**src/rtl/alu_16_seq.sv**
```systemverilog
// alu_16_seq: sequences 16- or 32-bit ops through an external 16-bit combinational ALU.
// Latency: response valid two edges after accept (narrow) or three edges (wide).
// Backpressure: the response holds in DONE until rsp_ready. No command is accepted until it drains.
module alu_16_seq (
  input  logic        clk,
  input  logic        reset_n,
  input  logic        cmd_valid,
  output logic        cmd_ready,
  input  logic [31:0] cmd_a,
  input  logic [31:0] cmd_b,
  input  logic        cmd_mode,
  input  logic [3:0]  cmd_sel,
  input  logic        cmd_cin,
  input  logic        cmd_wide,
  output logic [15:0] alu_a,
  output logic [15:0] alu_b,
  output logic        alu_mode,
  output logic [3:0]  alu_sel,
  output logic        alu_cin,
  input  logic [15:0] alu_result,
  input  logic        alu_cout,
  output logic        rsp_valid,
  input  logic        rsp_ready,
  output logic [31:0] rsp_result,
  output logic        rsp_cout,
  output logic        rsp_zero
);

  typedef enum logic [1:0] {IDLE, LO, HI, DONE} state_t;

  state_t      state_q, state_d;
  logic [15:0] a_hi_q, a_hi_d;
  logic [15:0] b_hi_q, b_hi_d;
  logic        cin_q, cin_d;
  logic        wide_q, wide_d;
  logic [15:0] alu_a_q, alu_a_d;
  logic [15:0] alu_b_q, alu_b_d;
  logic        alu_mode_q, alu_mode_d;
  logic [3:0]  alu_sel_q, alu_sel_d;
  logic        alu_cin_q, alu_cin_d;
  logic [31:0] result_q, result_d;
  logic        cout_q, cout_d;
  logic        zero_q, zero_d;
  logic        valid_q, valid_d;

  // Ready is a decode of the state register. It is gated by reset_n so that it reads low
  // while reset is held and high right after release, which lets the first edge accept.
  assign cmd_ready  = (state_q == IDLE) && reset_n;
  assign alu_a      = alu_a_q;
  assign alu_b      = alu_b_q;
  assign alu_mode   = alu_mode_q;
  assign alu_sel    = alu_sel_q;
  assign alu_cin    = alu_cin_q;
  assign rsp_valid  = valid_q;
  assign rsp_result = result_q;
  assign rsp_cout   = cout_q;
  assign rsp_zero   = zero_q;

  // Next-state logic: latch the command, run the low pass, then the optional high pass, then hold the response.
  always_comb begin
    state_d    = state_q;
    a_hi_d     = a_hi_q;
    b_hi_d     = b_hi_q;
    cin_d      = cin_q;
    wide_d     = wide_q;
    alu_a_d    = alu_a_q;
    alu_b_d    = alu_b_q;
    alu_mode_d = alu_mode_q;
    alu_sel_d  = alu_sel_q;
    alu_cin_d  = alu_cin_q;
    result_d   = result_q;
    cout_d     = cout_q;
    zero_d     = zero_q;
    valid_d    = valid_q;
    unique case (state_q)
      IDLE: begin
        if (cmd_valid && cmd_ready) begin
          a_hi_d     = cmd_a[31:16];
          b_hi_d     = cmd_b[31:16];
          cin_d      = cmd_cin;
          wide_d     = cmd_wide;
          alu_a_d    = cmd_a[15:0];
          alu_b_d    = cmd_b[15:0];
          alu_mode_d = cmd_mode;
          alu_sel_d  = cmd_sel;
          alu_cin_d  = cmd_cin;
          state_d    = LO;
        end
      end
      LO: begin
        result_d = {16'h0000, alu_result};
        cout_d   = alu_cout;
        if (wide_q) begin
          alu_a_d   = a_hi_q;
          alu_b_d   = b_hi_q;
          // Arithmetic chains the low-pass carry. Logic ops reuse the command carry.
          alu_cin_d = alu_mode_q ? cin_q : alu_cout;
          state_d   = HI;
        end else begin
          zero_d  = (alu_result == 16'h0000);
          valid_d = 1'b1;
          state_d = DONE;
        end
      end
      HI: begin
        result_d = {alu_result, result_q[15:0]};
        cout_d   = alu_cout;
        zero_d   = ({alu_result, result_q[15:0]} == 32'h0000_0000);
        valid_d  = 1'b1;
        state_d  = DONE;
      end
      DONE: begin
        if (rsp_ready) begin
          valid_d = 1'b0;
          state_d = IDLE;
        end
      end
      default: state_d = IDLE;
    endcase
  end

  // State and datapath registers. An asynchronous reset aborts any operation in flight.
  always_ff @(posedge clk or negedge reset_n) begin
    if (!reset_n) begin
      state_q    <= IDLE;
      a_hi_q     <= 16'h0000;
      b_hi_q     <= 16'h0000;
      cin_q      <= 1'b1;
      wide_q     <= 1'b0;
      alu_a_q    <= 16'h0000;
      alu_b_q    <= 16'h0000;
      alu_mode_q <= 1'b0;
      alu_sel_q  <= 4'h0;
      alu_cin_q  <= 1'b1;
      result_q   <= 32'h0000_0000;
      cout_q     <= 1'b1;
      zero_q     <= 1'b0;
      valid_q    <= 1'b0;
    end else begin
      state_q    <= state_d;
      a_hi_q     <= a_hi_d;
      b_hi_q     <= b_hi_d;
      cin_q      <= cin_d;
      wide_q     <= wide_d;
      alu_a_q    <= alu_a_d;
      alu_b_q    <= alu_b_d;
      alu_mode_q <= alu_mode_d;
      alu_sel_q  <= alu_sel_d;
      alu_cin_q  <= alu_cin_d;
      result_q   <= result_d;
      cout_q     <= cout_d;
      zero_q     <= zero_d;
      valid_q    <= valid_d;
    end
  end

endmodule

```
**config.mk**
```make
export PLATFORM = sky130hd
export DESIGN_NAME = alu_16_seq
export DESIGN_NICKNAME = d
export VERILOG_FILES = /design/src/rtl/alu_16_seq.sv
export SDC_FILE = /design/constraint.sdc
export NUM_CORES = 1
export LEC_CHECK = 0
export ABC_AREA = 1
export BUFFER_PORTS_ARGS = -buffer_cell sky130_fd_sc_hd__buf_2
export CORE_UTILIZATION = 54
export DETAILED_ROUTE_END_ITERATION = 8
export MAX_ROUTING_LAYER = met4
export PLACE_DENSITY = 0.86
export SKIP_LAST_GASP = 1
export SYNTH_ARGS = -nofsm -noshare
export SYNTH_HDL_FRONTEND = slang
export SYNTH_SLANG_ARGS = --single-unit
```
**constraint.sdc**
```tcl
create_clock -name clk -period 2.3 [get_ports clk]
set_input_delay 0.23 -clock clk [delete_from_list [all_inputs] [get_ports clk]]
set_output_delay 0.23 -clock clk [all_outputs]
set_load 0.05 [all_outputs]
```
==> out/metrics.yaml, run 1 <==
crit_path_max_incr_delay_ps: 440
worst_pin_slew_ps: 717.8
min_period_ps: 1867
grt_usage: 0.2464
power.leakage_nw: 3.029
yosysWarnings: 0
critical_path.top_delay_family: "buffers and inverters"
area_delta_synth_final_pct: 23.41
cts_hold_buf: 0
max_freq_mhz: 535.7
syn_inst: 434
io_buffers: 165
yosysSeqAreaShare: 0.5821
grt_pass1_vias: 3547
critical_path_class: "reg -> reg"
setup_viol: 0
core_area_um2: 8299
die_area_um2: 9066
grt_max_degree: 59
layout_common_cells: "buf_2 (164), dfrtp_1 (106), nand2_1 (105)"
ir_worst_vdd_v: 0.001063
worstHoldPathType: "in -> async"
ios: 166
num_vias: 3688
regArea_um2: 2731
hold_viol: 10
initial_core_util: 0.5654
violations: "hold timing"
htreeDepth: 3
relSlewSlack: 0.5215
drt_iter0_drc: 135
maxCapViolCount: 0
multi_input_area_um2: 1744
synth_nets: 531
cts_resized: 0
cp.required_ps: 2520
power.total_mw: 10.03
dpl.hpwl_um: 7788
cp_common_cell: "nand2_1"
die_height_um: 95.22
cts_tree: "built"
post-route-drc-count: 0
rows: 33
vias_per_cell: 5.216
diodes: 0
clk_pin_slew_ps: 100
ant_nets: 0
layout-drive-gt1-share: 0.4037
numClockSinks: 109
synth.avg_cell_area_um2: 10.81
grt_pass1_wl_um: 16520
grt_setup_unrepaired: "no"
drv_slew: 0
cts_buffer_depth: 2
worstSetupStartpointType: "flip-flop"
fin_setup_tns_ps: 0
powerDensity_nw_per_um2: 1732
outcome: "finished with violations"
routedWlPerCell_um: 15.07
crit_path_end_kind: "flip-flop"
arrival_ps: 2090
grt_antenna_before_repair: 0
cts_root_buf: "clkbuf_8"
synthesis.area_um2: 4692
wirelength_um: 10650
fillCellCount: 642
cts_buffers: 9
clock_latency_ps: 370
whs_ps: -7.354
post-route-period-util: 0.8116
path_cells: "inv_1 -> ha_2 -> inv_2 -> nand2_1 -> nand2_1 -> nand2_2 -> buf_4 -> o21ai_0"
slowest_stage: "dfrtp_1"
die_w_um: 95.22
gp_congestion: 0.7830
synth-seq-cells: 109
synth_cell_types: 24
first_pass_iters: 6
finClkSkew_ps: 12.88
final_common_cell: "buf_2"
cp_num_buf_inv: 3
nNetsFinal: 694
cp_max_fo: 42
post_cts.repair.setup_buffers: 0
overflow: 0
cell type report:
| cell class | count | area share |
|---|---|---|
| repair buffers | 174 | 0.1569 |
| clock inverters | 5 | 0.01016 |
| multi-input cells | 283 | 0.3012 |
| flip-flops and latches | 109 | 0.4717 |
| clock buffers | 11 | 0.02442 |
| inverters | 20 | 0.01296 |
| well taps | 105 | 0.02269 |
power by group:
group / leakage (nW) / internal [mW] / switching [mW]
registers: 1.35 / 2.86 / 0.529
logic: 1.58 / 1.56 / 3.90
clock network: 0.0959 / 0.537 / 0.644
total: 3.03 / 4.96 / 5.07
per-layer routing:
layer | vias up | track usage | share of wire
met2 | 147 | 0.4018 | 0.50
met1 | 1758 | 0.3007 | 0.41
met5 | - | - | 0
li1 | 1768 | - | -
met4 | 0 | 0.07955 | 0.016
met3 | 15 | 0.06140 | 0.075
cell families after synthesis:
logic type | Yosys count | synth area share
AOI/OAI and AO/OA | 60 | 0.07493
DFF | 109 | 0.5821
muxes | 69 | 0.1571
buffers and inverters | 42 | 0.04720
adders and majority gates | 5 | 0.01333
and+or+nand+nor | 149 | 0.1253
worst register-to-register path, delay by kind of cell (launching register included):
family	cells	cell delay [ps]
AND/OR/NAND/NOR	3	230
AO/OA/AOI/OAI	1	200
adder cells (fa/ha/maj)	1	240
buffers and inverters	3	630
flip-flops	1	440
final timing paths:
kind                                        start                         to  slack [ps]  cells after the start
hold / removal                            reset_n  rsp_result[2]$_DFFE_PN0P_          -7                      2
setup reg to reg           state_q[1]$_DFFE_PN0P_       alu_b[5]$_DFFE_PN0P_         430                      8
hold reg to reg              rsp_zero$_DFFE_PN0P_       rsp_zero$_DFFE_PN0P_         480                      2
max in group asynchronous                 reset_n      a_hi_q[8]$_DFFE_PN0P_        1800                      2
setup / recovery           state_q[1]$_DFFE_PN0P_       alu_b[5]$_DFFE_PN0P_         430                      8
min in group clk                        cmd_a[17]      a_hi_q[1]$_DFFE_PN0P_          80                      2
flip-flops by register name (all words and copies together) (netlist names):
name	count
rsp_zero	1
alu_cin	1
rsp_valid	1
a_hi_q	16
cin_q	1
rsp_result	32
alu_mode	1
wide_q	1
alu_sel	4
alu_a	16
b_hi_q	16
state_q	2
alu_b	16
rsp_cout	1
synthesized netlist by cell type (all sizes together):
library cell  count  area (um2)
o31ai             8       60.06
ha                5       62.56
nand4             1       6.260
nand2           108       410.4
mux2             37       416.7
clkinv            1       3.750
mux2i            32       320.3
clkbuf            6       30.02
buf              16       116.4
nand3            17       85.08
o21ai            49       271.5
a21oi             2       10.01
dfstp             3       78.83
nor2             23       86.33
dfrtp           106        2653
a32o              1       10.01
inv              19       71.32
through the flow:
stage	worst slack (ps)	std cells	utilization	area, um2	hold slack, ps
6_report	433.4	707	0.6977	5791	-7.354
5_1_grt	279.8	707	0.6977	5791	31.37
4_1_cts	421.9	707	0.6977	5791	17.73
3_5_place_dp	439.3	691	0.6736	5590	419.5
3_3_place_gp	596.0	691	0.6736	5590	398.1
2_1_floorplan	548.9	434	-	4692	-65.59
(Power assumes the default switching activity.)
==> run 2, diff against run 1 <==
CORE_UTILIZATION = 50   (was 54)
PLACE_DENSITY = 0.8   (was 0.86)
clock period = 1.9 ns   (was 2.3 ns; I/O delays follow)
==> out/metrics.yaml, run 2 (synthesis results as in run 1) <==
ant_nets: 0
drt_iter0_drc: 130
worst_pin_slew_ps: 562.5
wirelength_um: 10590
power.leakage_nw: 3.045
r2r_slack_ps: 210
maxCapViolCount: 0
initial_core_util: 0.5277
finalInstanceArea_um2: 5842
post_cts.repair.setup_buffers: 0
vias_per_cell: 5.094
grt_pass1_vias: 3779
whs_ps: 50.41
dpl_cell_area_um2: 5634
power.total_mw: 12.22
layout_common_cells: "buf_2 (164), dfrtp_1 (106), nand2_1 (105)"
setup_viol: 0
io_buffers: 165
max_freq_mhz: 591.1
cts_root_buf: "clkbuf_8"
critical_path_class: "reg -> out"
routedWlPerCell_um: 14.81
outcome: "finished clean"
post-route-drc-count: 0
cts_buffer_depth: 2
cts_tree: "built"
grt_antenna_before_repair: 2
clock_latency_ps: 360
grt_usage: 0.2382
grt_max_degree: 110
worstSetupStartpointType: "flip-flop"
cp.required_ps: 1710
num_vias: 3642
ir_worst_vdd_v: 0.001161
die_area_um2: 9775
fillCellCount: 743
overflow: 0
crit_path_end_kind: "primary output"
gp_congestion: 0.8494
rows: 34
reg2reg_depth: 7
drv_slew: 0
largest_reg_flops: 32
area_delta_synth_final_pct: 24.51
final_common_cell: "buf_2"
powerDensity_nw_per_um2: 2092
timing.final.ws_setup_ps: 208.3
arrival_ps: 1500
holdPathStages: 2
worstHoldPathType: "in -> reg"
ios: 166
dp_slack_ps: 170.6
cts_buffers: 9
htreeDepth: 3
clk_pin_slew_ps: 110
finClkSkew_ps: 10.88
die_w_um: 98.87
relSlewSlack: 0.6250
nNetsFinal: 697
grt_pass1_wl_um: 17730
core_area_um2: 8891
min_period_ps: 1692
first_pass_iters: 4
layout-drive-gt1-share: 0.4066
fin_setup_tns_ps: 0
cp_max_fo: 5
die_height_um: 98.87
dpl.hpwl_um: 7666
hold_viol: 0
post-route-period-util: 0.8904
grt_setup_unrepaired: "no"
numClockSinks: 109
-- run 2: cell types whose count changed in the layout (fill, tap and decap cells not counted), sizes merged --
cell,change
dlygate4sd3,+1
diode,+2
buf,+2
-- run 2: path summary, 6_finish.rpt --
check                                       startpoint                      to
worst max-delay path            state_q[0]$_DFFE_PN0P_               cmd_ready
worst min-delay path                         cmd_b[30]  b_hi_q[14]$_DFFE_PN0P_
worst max register to register  state_q[0]$_DFFE_PN0P_  b_hi_q[15]$_DFFE_PN0P_
worst min register to register     alu_cin$_DFFE_PN1P_     alu_cin$_DFFE_PN1P_
max in group asynchronous                      reset_n   b_hi_q[4]$_DFFE_PN0P_
min in group asynchronous                      reset_n   rsp_valid$_DFFE_PN0P_
-- run 2: stage by stage --
step           cells    util
2_1_floorplan    434       -
3_3_place_gp     696  0.6337
3_5_place_dp     696  0.6337
4_1_cts          713  0.6562
5_1_grt          715  0.6571
6_report         715  0.6571
-- run 2: worst max-delay path, cell delays in order (launching register included) --
cell	delay, ps
dfrtp_1	440
inv_2	110
ha_2	200
nand2_1	60
inv_2	60
buf_2	270
-- run 2: routing by layer --
metal  up-vias  global-route usage  part of all wire
li1       1782                   -                 -
met1      1721              0.3085              0.44
met2       122              0.3739              0.48
met3        17             0.05106             0.056
met4         0             0.08037             0.019
met5         -                   -                 0
-- run 2: cell type report --
type                            instances  area (um2)  share of cell area
Inverter                               20       75.07             0.01285
Clock inverter                          5       58.81             0.01007
Timing Repair Buffer                  177       958.4              0.1641
Multi-Input combinational cell        283        1747              0.2990
Clock buffer                           11       131.4             0.02249
Tap cell                              108       135.1             0.02313
Antenna cell                            2       5.005           0.0008567
Sequential cell                       109        2731              0.4676
-- run 2: power breakdown --
part / leakage [nW] / internal [mW] / switching, mW / total [mW]
Sequential: 1.35 / 3.46 / 0.621 / 4.08
Clock: 0.0900 / 0.615 / 0.773 / 1.39
Combinational: 1.60 / 1.99 / 4.76 / 6.75
Total: 3.05 / 6.07 / 6.15 / 12.2
-- run 2: timing repair --
action,4_1_cts,5_1_grt
endpoints found under the hold margin,106,0
gates resized for setup,0,3
endpoints found under the setup margin,0,19
hold buffers,1,0
